<file path="config.mk">
export PLATFORM = sky130hd
export DESIGN_NAME = zero_flag_arb
export DESIGN_NICKNAME = d
export VERILOG_FILES = /design/src/rtl/zero_flag_arb.sv
export SDC_FILE = /design/constraint.sdc
export NUM_CORES = 1
export LEC_CHECK = 0
export CAP_MARGIN = 10
export CELL_PAD_IN_SITES_DETAIL_PLACEMENT = 0
export CELL_PAD_IN_SITES_GLOBAL_PLACEMENT = 1
export CORE_ASPECT_RATIO = 1.25
export CORE_MARGIN = 2
export CORE_UTILIZATION = 10
export CTS_BUF_LIST = sky130_fd_sc_hd__clkbuf_16
export CTS_CLUSTER_DIAMETER = 80
export CTS_CLUSTER_SIZE = 40
export DETAILED_ROUTE_END_ITERATION = 8
export PLACE_DENSITY = 0.95
export SLEW_MARGIN = 20
export SYNTH_ARGS = -nofsm -noshare
export SYNTH_HDL_FRONTEND = slang
export SYNTH_SLANG_ARGS = --single-unit
</file>
<file path="constraint.sdc">
create_clock -name clk -period 1.7 [get_ports clk]
set_input_delay 0.425 -clock clk [delete_from_list [all_inputs] [get_ports clk]]
set_output_delay 0.425 -clock clk [all_outputs]
set_load 0.01 [all_outputs]
</file>
<file path="src/rtl/zero_flag_arb.sv">
// Two-requester round-robin arbiter in front of one shared WIDTH-bit zero detector.
// Results come back one cycle after the grant; requester 0 may update the Z flag.
module zero_flag_arb #(
    parameter int WIDTH = 64
) (
    input  logic             clk,
    input  logic             reset,
    input  logic             req0,
    input  logic [WIDTH-1:0] data0,
    input  logic             setf0,
    input  logic             req1,
    input  logic [WIDTH-1:0] data1,
    output logic             gnt0,
    output logic             gnt1,
    output logic             rvalid0,
    output logic             rvalid1,
    output logic             rzero,
    output logic             z_flag,
    output logic             busy
);

    logic             r_lp;
    logic             r_rvalid0;
    logic             r_rvalid1;
    logic             r_rzero;
    logic             r_zflag;
    logic             r_busy;
    logic             r_setf;

    logic             w_gnt0;
    logic             w_gnt1;
    logic             w_any_gnt;
    logic [WIDTH-1:0] w_operand;
    logic             w_is_zero;

    // r_lp holds the port served last; under contention the other port wins.
    assign w_gnt0    = req0 & (~req1 | r_lp);
    assign w_gnt1    = req1 & (~req0 | ~r_lp);
    assign w_any_gnt = w_gnt0 | w_gnt1;

    assign w_operand = w_gnt1 ? data1 : data0;
    assign w_is_zero = ~|w_operand;

    always_ff @(posedge clk or posedge reset) begin
        if (reset) begin
            r_lp      <= 1'b1;
            r_rvalid0 <= 1'b0;
            r_rvalid1 <= 1'b0;
            r_rzero   <= 1'b0;
            r_zflag   <= 1'b0;
            r_busy    <= 1'b0;
            r_setf    <= 1'b0;
        end else begin
            // NOTE: non-blocking assignments so every register samples pre-edge values.
            r_rvalid0 <= w_gnt0;
            r_rvalid1 <= w_gnt1;
            r_busy    <= w_any_gnt;
            if (w_any_gnt) begin
                r_rzero <= w_is_zero;
                r_lp    <= w_gnt1;
            end
            if (w_gnt0) begin
                r_setf <= setf0;
            end
            // r_setf is fresh whenever r_rvalid0 is high: the previous grant went to port 0.
            if (r_rvalid0 && r_setf) begin
                r_zflag <= r_rzero;
            end
        end
    end

    assign gnt0    = w_gnt0;
    assign gnt1    = w_gnt1;
    assign rvalid0 = r_rvalid0;
    assign rvalid1 = r_rvalid1;
    assign rzero   = r_rzero;
    assign z_flag  = r_zflag;
    assign busy    = r_busy;

endmodule
</file>
==> impl_results.md <==
- Total power draw: 0.976 mW
- Via density: 4.13
- CTS Sinks: 7
- Initial antenna violation count: 0
- TritonCTS clock tree: yes
- Commonest cells after routing, fill and taps aside: clkdlybuf4s50_1 (135), nor4_1 (26), nand4_1 (8)
- Post-synthesis register bit count: 7
- Met3 WL post-DR: 209 um
- Worst-case clock buffer depth: 2
- Die Y: 85.9 um
- # diodes: 0
- Final hold viol count: 0
- First-pass DRT Iterations: 4
- Register area share after synthesis: 0.329
- Fin area: 0.00218 mm2
- RR Startpoint: r_lp$_DFFE_PP1P_
- Initial Util: 0.105
- Largest net degree at the start of global routing: 8
- Synthesized area per cell: 8.26 um2
- Core Area: 0.00512 mm2
- Fillers: 499
- Launch point of the critical path: r_lp$_DFFE_PP1P_
- Setup crit end kind: primary output
- Fmax: 611 MHz
- Final Skew: 0.000394 ns
- DRC viols: 0
- # port buffers: 139
- Unrepaired setup endpoints after global routing: no
- Setup Buffers After CTS: 0
- CP max stage cell: dfstp_2
- Final period util: 0.962
- Final Critical Period: 1.64 ns
- Vias: 1141
- WP buf/inv: 1
- Dpl cell area: 0.00205 mm2
- Slew Limit Fails: 0
- Final setup viols: 0
- Final antenna-violating net count: 0
- Data arrival time of the worst path: 1.21 ns
- Layout cells sized above 1: 0.0981
- Top-area cell type share of the netlist area: 0.361
- Clk root buf: clkbuf_16
- Dominant cell type by area after synthesis: nor4_1
- Gr ovfl total: 0
- Actual slew at the worst max-slew pin: 0.317 ns
- Worst stage delay on the critical path: 0.52 ns
- FP Rows: 29
- Most common cell after layout, fill and taps aside: clkdlybuf4s50_1
- DR WL met2: 2.21 mm
- Clock latency on the worst-skew pair: 0.23 ns
- M1 wire length: 1.23 mm
- Hold_buf cts: 0
- Post-DP HPWL: 3.54 mm
- GR Util All Layers: 0.116
- Vias in the first global route: 1267
- Status: complete, no violations
- Max-cap violations: 0
- DRT iter0 DRCs: 16
- Critical path required time: 1.27 ns
- Uppermost layer routed: met4
- Final wirelength: 3.70 mm
- Per-cell routed wire length: 13.4 um
- Crit-path cells: nand2b_4 > and2_4 > clkdlybuf4s15_2
- # H-tree levels: 1
- Num CTS Buffers: 3
- Crit path max fanout: 2
- Critical path class: reg -> out
- Die outline width: 69.5 um
- # IOs: 140
- HP Class: in -> async
- First-pass GRT wire length: 5.53 mm
- Distinct cells, synth: 18
- Layout area overhead: 307%
- CP top delay family: flip-flops
- Ys Warns: 0
- Peak VDD IR: 0.228 mV
- Cells after Synth: 65
- Ranking of synthesized cells by area: nor4_1 (36%), dfrtp_1 (28%), nand4_1 (9.3%), dfstp_2 (4.9%), nor4_2 (2.3%)
- Clock transition at path regs: 0.03 ns
- Slew margin rel.: 0.787
- Mapped Nets: 198
- Layout Nets: 348
- Startpoint types: register
- Die area: 0.00597 mm2
- Synthesized cell area: 537 um2
- Pwr/cell area: 447 mW/mm2
- RePlAce Congestion: 0.739
- Pleak: 0.781 nW
-- routing by layer --
metal  track usage  vias up
li1              -      579
met1         0.118      510
met2         0.231       48
met3        0.0223        4
met4        0.0410        0
met5             0        -
-- kinds of logic (layout without fill, tap and decap cells) --
group	after synthesis	after routing	share of synthesized area
AND/OR/NAND/NOR	51	51	0.585
flip-flops	7	7	0.329
buffers and inverters	3	152	0.0210
AO/OA/AOI/OAI	2	2	0.0233
multiplexers	2	2	0.0420
-- worst paths after layout --
| path | slack, ns | cells after the start | endpoint |
|---|---|---|---|
| worst max-delay path | 0.06 | 3 | gnt0 |
| worst min-delay path | 0.43 | 2 | busy$_DFF_PP0_ |
| worst max register to register | 0.34 | 6 | rzero$_DFFE_PP0P_ |
| worst min register to register | 0.49 | 1 | r_setf$_DFFE_PP0P_ |
| max in group asynchronous | 1.01 | 2 | r_lp$_DFFE_PP1P_ |
| min in group clk | 0.49 | 1 | r_setf$_DFFE_PP0P_ |
-- registers in the layout, summed over array words and instances, names as in the netlist --
register / cells
r_setf: 1
rvalid0: 1
rvalid1: 1
rzero: 1
r_lp: 1
busy: 1
z_flag: 1
-- report_power, final --
group	total [mW]	switching (mW)	internal (mW)	leakage (nW)
Sequential	0.189	0.00577	0.183	0.0850
Clock	0.384	0.0791	0.305	0.0423
Combinational	0.403	0.0877	0.315	0.654
-- metrics by stage --
step                worst slack, ns  std cells   util  setup TNS, ns  hold slack (ns)
finish                       0.0642        276  0.427              0            0.427
detailed placement           -0.473        272  0.401          -1.19            0.485
floorplan                     0.415         65      -              0            0.228
global placement             -0.434        272  0.401          -1.08            0.469
CTS                          0.0414        276  0.418              0            0.433
global route                0.00420        276  0.427              0            0.453
-- cells in the mapped netlist --
cell and count:
nor2_1 1, mux2_2 1, and4_1 1, dfrtp_1 6
nor3_1 2, nand4_1 8, nor4_1 31, a21boi_1 1
nand3_1 1, inv_1 3, dfstp_2 1, nand2b_1 1
nand2_1 3, mux2_1 1, or3_1 1, and2_1 1
nor4_2 1, o21ai_0 1
-- timing repair --
| item | 4_1_cts | 5_1_grt |
|---|---|---|
| gates resized for setup | 9 | 7 |
| pin swaps | 1 | 0 |
| setup endpoints to repair | 3 | 2 |
-- layout make-up --
class,instances,area (um2),share of cell area
clock inverters,1,3.75,0.00172
flip-flops and latches,7,176,0.0808
clock buffers,3,75.1,0.0344
repair buffers,145,1440,0.658
well taps,62,77.6,0.0356
multi-input cells,55,403,0.185
inverters,3,11.3,0.00516
No activity file was read; power rests on OpenSTA's default activity.
